$ cat config.mk
export PLATFORM = sky130hd
export DESIGN_NAME = sm4_key_expand_ctrl
export DESIGN_NICKNAME = d
export VERILOG_FILES = /design/src/rtl/sm4_key_expand_ctrl.sv
export SDC_FILE = /design/constraint.sdc
export NUM_CORES = 2
export LEC_CHECK = 0
export CAP_MARGIN = 20
export CORE_ASPECT_RATIO = 1.5
export CORE_MARGIN = 1.5
export CORE_UTILIZATION = 45
export DETAILED_ROUTE_END_ITERATION = 8
export MAX_ROUTING_LAYER = met4
export PLACE_DENSITY = 0.73
export SYNTH_ARGS = -nofsm -noshare
export SYNTH_HDL_FRONTEND = slang
export SYNTH_HIERARCHICAL = 1
export SYNTH_SLANG_ARGS = --single-unit
export TNS_END_PERCENT = 20
$ cat constraint.sdc
create_clock -name clk_sys -period 9.82 [get_ports clk_sys]
set_input_delay 1.964 -clock clk_sys [delete_from_list [all_inputs] [get_ports clk_sys]]
set_output_delay 1.964 -clock clk_sys [all_outputs]
set_load 0.03 [all_outputs]
$ cat src/rtl/sm4_key_expand_ctrl.sv
// SM4 key-schedule controller: expands a 128-bit master key into 32 round
// keys (one per cycle) and serves them by index in forward or reverse order.

// Round constant CK[i]: byte j of CK[i] is (4*i + j) * 7 mod 256.
module SM4_KEY_CKI (
    input  logic [4:0]  round_i,
    output logic [31:0] ck_o
);
    for (genvar j = 0; j < 4; j++) begin : g_ck
        logic [7:0] ck_idx;
        assign ck_idx = {1'b0, round_i, 2'(j)};
        assign ck_o[8*(3-j) +: 8] = ck_idx * 8'd7;
    end
endmodule

// SM4 byte substitution; entry 0 sits in the top byte of the table.
module sm4_sbox (
    input  logic [7:0] in_i,
    output logic [7:0] out_o
);
    localparam logic [2047:0] SBOX_TBL = {
        128'hd690e9fecce13db716b614c228fb2c05, 128'h2b679a762abe04c3aa44132649860699,
        128'h9c4250f491ef987a33540b43edcfac62, 128'he4b31ca9c908e89580df94fa758f3fa6,
        128'h4707a7fcf37317ba83593c19e6854fa8, 128'h686b81b27164da8bf8eb0f4b70569d35,
        128'h1e240e5e6358d1a225227c3b01217887, 128'hd40046579fd327524c3602e7a0c4c89e,
        128'heabf8ad240c738b5a3f7f2cef96115a1, 128'he0ae5da49b341a55ad933230f58cb1e3,
        128'h1df6e22e8266ca60c02923ab0d534e6f, 128'hd5db3745defd8e2f03ff6a726d6c5b51,
        128'h8d1baf92bbddbc7f11d95c411f105ad8, 128'h0ac13188a5cd7bbd2d74d012b8e5b4b0,
        128'h8969974a0c96777e65b9f109c56ec684, 128'h18f07dec3adc4d2079ee5f3ed7cb3948
    };

    // Bit offset of entry x is 8*(255-x), i.e. {~x, 3'b000}.
    assign out_o = SBOX_TBL[{~in_i, 3'b000} +: 8];
endmodule

module sm4_key_expand_ctrl (
    input  logic         clk_sys,
    input  logic         rst_sys,
    input  logic         key_start,
    input  logic [127:0] key_in,
    input  logic [4:0]   rk_rd_idx,
    input  logic         rk_dec,
    output logic         key_busy,
    output logic         key_ready,
    output logic [4:0]   sm4_round_cnt,
    output logic [31:0]  rk_out
);
    localparam logic [31:0] FK0 = 32'ha3b1bac6;
    localparam logic [31:0] FK1 = 32'h56aa3350;
    localparam logic [31:0] FK2 = 32'h677d9197;
    localparam logic [31:0] FK3 = 32'hb27022dc;

    typedef enum logic [1:0] {
        IDLE,
        EXPAND,
        DONE
    } state_t;

    state_t      state_q, state_d;
    logic [4:0]  cnt_q, cnt_d;
    logic [31:0] k0_q, k1_q, k2_q, k3_q;
    logic [31:0] k0_d, k1_d, k2_d, k3_d;
    logic [31:0] rkfile_q [32];
    logic        wr_en;

    logic [31:0] ck;
    logic [31:0] t_in;
    logic [31:0] tau;
    logic [31:0] l_out;
    logic [31:0] rk_new;
    logic [4:0]  rd_idx;

    SM4_KEY_CKI u_cki (
        .round_i (sm4_round_cnt),
        .ck_o    (ck)
    );

    assign t_in = k1_q ^ k2_q ^ k3_q ^ ck;

    for (genvar j = 0; j < 4; j++) begin : g_sbox
        sm4_sbox u_sbox (
            .in_i  (t_in[8*j +: 8]),
            .out_o (tau[8*j +: 8])
        );
    end

    assign l_out  = tau ^ {tau[18:0], tau[31:19]} ^ {tau[8:0], tau[31:9]};
    assign rk_new = k0_q ^ l_out;

    // Next-state, counter and key-window update.
    always_comb begin
        state_d = state_q;
        cnt_d   = cnt_q;
        k0_d    = k0_q;
        k1_d    = k1_q;
        k2_d    = k2_q;
        k3_d    = k3_q;
        wr_en   = 1'b0;
        unique case (state_q)
            EXPAND: begin
                wr_en = 1'b1;
                k0_d  = k1_q;
                k1_d  = k2_q;
                k2_d  = k3_q;
                k3_d  = rk_new;
                if (cnt_q == 5'd31) begin
                    state_d = DONE;
                end else begin
                    cnt_d = cnt_q + 5'd1;
                end
            end
            default: begin
                if (key_start) begin
                    k0_d    = key_in[127:96] ^ FK0;
                    k1_d    = key_in[95:64]  ^ FK1;
                    k2_d    = key_in[63:32]  ^ FK2;
                    k3_d    = key_in[31:0]   ^ FK3;
                    cnt_d   = '0;
                    state_d = EXPAND;
                end
            end
        endcase
    end

    // State, counter and key-window registers with synchronous reset.
    always_ff @(posedge clk_sys) begin
        if (rst_sys) begin
            state_q <= IDLE;
            cnt_q   <= '0;
            k0_q    <= '0;
            k1_q    <= '0;
            k2_q    <= '0;
            k3_q    <= '0;
        end else begin
            state_q <= state_d;
            cnt_q   <= cnt_d;
            k0_q    <= k0_d;
            k1_q    <= k1_d;
            k2_q    <= k2_d;
            k3_q    <= k3_d;
        end
    end

    // Round-key file; unreset because reads are gated by key_ready.
    always_ff @(posedge clk_sys) begin
        if (wr_en) begin
            rkfile_q[cnt_q] <= rk_new;
        end
    end

    // Status outputs decoded from the state.
    always_comb begin
        key_busy      = 1'b0;
        key_ready     = 1'b0;
        sm4_round_cnt = '0;
        unique case (state_q)
            EXPAND: begin
                key_busy      = 1'b1;
                sm4_round_cnt = cnt_q;
            end
            DONE: begin
                key_ready     = 1'b1;
                sm4_round_cnt = 5'd31;
            end
            default: ;
        endcase
    end

    assign rd_idx = rk_dec ? (5'd31 - rk_rd_idx) : rk_rd_idx;

    // Combinational round-key read, forced to zero until expansion completes.
    always_comb begin
        rk_out = '0;
        if (key_ready) begin
            rk_out = rkfile_q[rd_idx];
        end
    end
endmodule

# Word level (Yosys, flattened, before mapping)
# Memory sizes are Yosys's and may differ from the RTL's.
# Cells that the tools add are included.
# word_totals
wordCells	60
out_inout_bits	39
n_memories	1
regBits	135
inputBits	137
mem_bits_rw	1024
# memory_table
memory	words	word_bits	rd	rd_ports_with_merged_regs	wr	line_no	text
rkfile_q	32	32	1	0	1	63	logic [31:0] rkfile_q [32];
# classes
bitwise_logic	14
n_eq_ne	5
n_mul	4
shift	4
n_addsub	2
n_mux	21
reduce_logical	3
# op_table
operator	n
variable part select 2048 x 12 -> 8 bit (first input constant)	4
2-to-1 mux 32 bit	9
bitwise XOR 32 bit	6
NOT 8 bit	4
NOT 14 bit	2
2-to-1 mux 5 bit	4
NOT 19 bit	1
NOT 17 bit	1
multiplier 7 x 3 -> 8 bit (second input constant)	2
case mux 5 bit (2 select lines)	1
multiplier 6 x 3 -> 7 bit (second input constant)	1
multiplier 5 x 3 -> 6 bit (second input constant)	1
2-to-1 mux 2 bit	3
adder 5 x 1 -> 5 bit (second input constant)	1
equality test 5 bit (second input constant)	1
subtractor 5 bit (first input constant)	1
2-to-1 mux 1 bit	4
!= test 2 bit (second input constant)	2
AND reduction 2 bit	2
equality test 2 x 1 -> 1 bit (second input constant)	1
equality test 2 bit (second input constant)	1
nonzero test 2 bit	1

# Longest topological paths before layout
# logic_depth
depth_word	10
depth_mapped	27
ltp_nobuf	22

# Modules after synthesis
# Netlist, hierarchy kept.
# modules_own_cells
mod	area_each_um2	instances	seq_area_each_um2	cells_per_inst
sm4_key_expand_ctrl	54857.6	1	33452.1	3191
sm4_sbox	3259.4	4	0.0	538
SM4_KEY_CKI	599.3	1	0.0	67

# Least setup slack after synthesis
# No wires, ideal clock.
# synth_path
path_type	register -> register
start	register state_q[1]
end	memory rkfile_q[0][11] (data pin)
arrival_ns	7.076
required_ns	9.425
stages_incl_launch_ff	22
path_slack_ns	2.349
n_path_buf	6
period_less_slack_ns	7.471
cell_sequence	dfxtp_1 inv_1 ha_1 clkbuf_1 clkbuf_1 clkbuf_1 a21oi_1 nor2_1 fa_1 ha_1 fa_1 a31oi_1 xnor2_1 xor2_1 xnor2_1 clkbuf_1 clkbuf_1 buf_2 a311oi_1 o32ai_1 xor2_1 xnor2_1
# synth_between
word_cells_on_any_way	16
# synth_lines
element	line_no	text
start, declared	59	state_t state_q, state_d;
start signal, assigned	135	state_q <= state_d;
equality test 2 bit or equality test 2 x 1 -> 1 bit (tied branches)	156	unique case (state_q)
case mux 5 bit (2 select lines) *	156	
via sm4_round_cnt[0]	45	output logic [4:0] sm4_round_cnt,
multiplier 7 x 3 -> 8 bit *	12	assign ck_o[8*(3-j) +: 8] = ck_idx * 8'd7;
via ck[22]	66	logic [31:0] ck;
bitwise XOR 32 bit *	78	assign t_in = k1_q ^ k2_q ^ k3_q ^ ck;
via t_in[22]	67	logic [31:0] t_in;
NOT 8 bit *	33	assign out_o = SBOX_TBL[{~in_i, 3'b000} +: 8];
variable part select 2048 x 12 -> 8 bit *	33	
via tau[20]	68	logic [31:0] tau;
bitwise XOR 32 bit *	87	assign l_out = tau ^ {tau[18:0], tau[31:19]} ^ {tau[8:0], tau[31:9]};
bitwise XOR 32 bit *	88	assign rk_new = k0_q ^ l_out;
via rk_new[11]	70	logic [31:0] rk_new;
end, declared	63	
# Mark *: on every way through the listed nets, which the timed path passes. The rest lies on a longest branch.

# Worst setup path in the final report
# layout_path
start	input rk_dec
end	output rk_out[18]
# layout_between
elab_chain_len	3
# layout_rtl
element	line_no	text
start, declared	42	input logic rk_dec,
2-to-1 mux 5 bit	169	assign rd_idx = rk_dec ? (5'd31 - rk_rd_idx) : rk_rd_idx;
memory read (32 x 32 bit)	n/a	
2-to-1 mux 32 bit	174	if (key_ready) begin
end, declared	46	output logic [31:0] rk_out
# No other way between the ends.

==> metrics.cfg <==
[run_status]
status = complete, no violations

[timing]
post-route-min-period_ns = 8.14
rsz0062_at_grt = false
slew-limit-headroom_pct = 23.3
hold_viol_final = 0
fin_crit_sh_pct = 82.9
drv_slew = 0
finClkSkew_ns = 0.0534
fin_setup_tns_ns = 0
fmax_mhz = 123
final-setup-viol-count = 0
tightest_slew_ns = 1.14

[synthesis]
synth_area_leader_cell = edfxtp_1
synth-async-reset-ratio_pct = 0
synth_xor_area_share_pct = 2.69
synth_compound_area_share_pct = 13.2
syn_avg_cell_area_um2 = 12.7
yosys-top-cells-count = 1024 x edfxtp_1, 530 x mux4_2, 489 x nor2_1, 324 x a21oi_1, 282 x nand2_1
synthCells = 5410
synth-simple-area-share_pct = 8.22
synthDistinctLibCells = 72
muxShareOfSynthArea_pct = 21.3
yosysWarnings = 6
yosysSeqAreaShare_pct = 48.8
syn_area_mm2 = 0.0685
synth_most_common_cell = edfxtp_1
synth_fa_ha_area_share_pct = 1.47
ys_top_cells_by_area = edfxtp_1 45%, mux4_2 17%, dfxtp_1 3.9%, mux2i_1 3.5%, nor2_1 2.7%
netlist.area_leader.share_pct = 44.9
synth_seq_cells = 1159
synth_top_family_by_area = multiplexers
synth_flop_cell = edfxtp_1
synth_edf_count = 1024

[cts]
root_buffer = clkbuf_16
clk_latency_ns = 0.74
cts-resized-gates = 0
cts_hold_buf = 0
path_clk_slew_ns = 0.07
cts_tree = yes
cts_buffer_depth = 3
htree_levels = 3
postCtsSetupRepairBufs = 0
cts_made_buffers = 103
cts_sinks = 1159

[die]
core_mm2 = 0.151
fp-row-count = 175
die_w_um = 322
die-area_mm2 = 0.155
start_util_pct = 45.3
die_h_um = 481
io_pins = 176

[setup_path]
required_ns = 7.86
worstPathMaxFanout = 80
cp-start-kind = input pin
cp_top_family = buffers and inverters
cp.depth = 7
reg2reg_depth = 21
max_stage_delay_ns = 0.92
crit_type = input pin to output pin
crit_slowest_cell = xor2_1
crit_chain = buf_8 -> xor2_1 -> nand2_2 -> buf_4 -> a211oi_1 -> a22o_1 -> clkdlybuf4s50_1
worst-path-buf-inv = 3
end_kind = output pin
crit_arrival_ns = 6.17

[drt]
drt_wl_total_mm = 227
wl_met3_mm = 21.3
ant_nets = 0
met2_length_mm = 111
wire_per_inst_um = 30.6
drcViolationCount = 0
drt_iter0_drc = 7204
dr.pass1.iters = 7
m1WireLength_mm = 78.4
top_layer_used = met4
vias = 51305
vias_per_cell = 6.91

[global_routing]
grt_max_degree = 131
grt_pass1_vias = 50059
grt_overflow = 0
track_usage_pct = 29.8
grt_pass1_wl_mm = 332
antenna_found_initial = 3

[layout]
drive_above_1_share_pct = 18.6
multiInputGateArea_mm2 = 0.0329
area_growth_pct = 10.5
nets = 5514
register_area_mm2 = 0.0335
fill_cells = 12637

[placement]
routabilityCongestion = 1.05
hpwl_mm = 144
portBuffers = 175

[worst_hold_path]
worstHoldPathCells = 2
hold_class = register to register

[job]
drv_cap = 0

## flip-flops by register name (all words and copies together), names as in the netlist
register  flops
cnt_q         5
k0_q         32
k1_q         32
k2_q         32
k3_q         32
rkfile_q   1024
state_q       2
## cell usage in the layout (no fill, tap or decap), types with 74 or more instances in the layout
cell and count:
nand2_1 281, clkdlybuf4s50_1 170, mux4_2 530, a21oi_1 324, o21ai_0 181, edfxtp_1 1024, mux2i_1 238, nand2b_1 87
nor2_1 455, dfxtp_1 135, nor3_1 104, clkbuf_16 103, buf_4 143, xor2_1 74, a211oi_1 193, o22ai_1 92
## stage by stage
step | area [µm²] | hold slack [ns] | worst slack (ns) | std cells | utilization (%)
final | 75700 | 0.514 | 1.68 | 7423 | 50.0
after global routing | 75700 | 0.553 | 1.67 | 7421 | 50.0
after CTS | 75700 | 0.507 | 1.95 | 7419 | 50.0
after detailed placement | 72200 | 0.496 | 2.01 | 7230 | 47.7
after global placement | 72200 | 0.495 | 2.03 | 7230 | 47.7
after floorplan | 68500 | 0.471 | 2.35 | 5416 | -
## final timing paths
path | startpoint | end | slack [ns]
worst max-delay path | rk_dec | rk_out[18] | 1.68
worst min-delay path | state_q[1] | state_q[1] | 0.51
worst max register to register | state_q[1] | k3_q[24] | 2.31
worst min register to register | state_q[1] | state_q[1] | 0.51
## worst reg2reg max path, cell delays in order (launching register included)
cell and delay, ns:
dfxtp_1 0.33, inv_1 0.09, ha_4 0.62, a21oi_1 0.16, nor2_1 0.72, inv_1 0.17, ha_1 0.37, xnor2_1 0.52
inv_1 0.18, xor2_1 0.26, xnor2_2 0.17, buf_4 0.69, xor2_1 0.26, o21ai_0 0.20, o21ai_0 0.20, a211o_1 0.35
a32oi_1 0.81, xor2_1 0.48, xnor2_2 0.17, buf_4 0.36, nor2_1 0.08, a211oi_1 0.24
## metal layers
| metal | track usage (%) | vias to the layer above |
|---|---|---|
| li1 | - | 21261 |
| met1 | 34.9 | 25585 |
| met2 | 48.1 | 3542 |
| met3 | 4.78 | 917 |
| met4 | 18.2 | 0 |
| met5 | - | - |
## cells by family after synthesis
family | count (synthesis)
mux | 792
other cells | 2
flops | 1159
compound gates | 1332
fa+ha+maj | 76
xor+xnor | 210
simple gates | 1237
buf+inv | 602
## cell type report
cell class	instances	area share, %
Sequential cell	1159	44.2
Multi-Input combinational cell	3655	43.5
Timing Repair Buffer	330	4.07
Clock buffer	123	3.50
Tap cell	2035	3.36
Clock inverter	66	1.10
Inverter	52	0.258
Antenna cell	3	0.00992
Power is left out: the tool's default activity adds up to more than one toggle a clock period on the data nets, which glitch-free logic cannot reach.
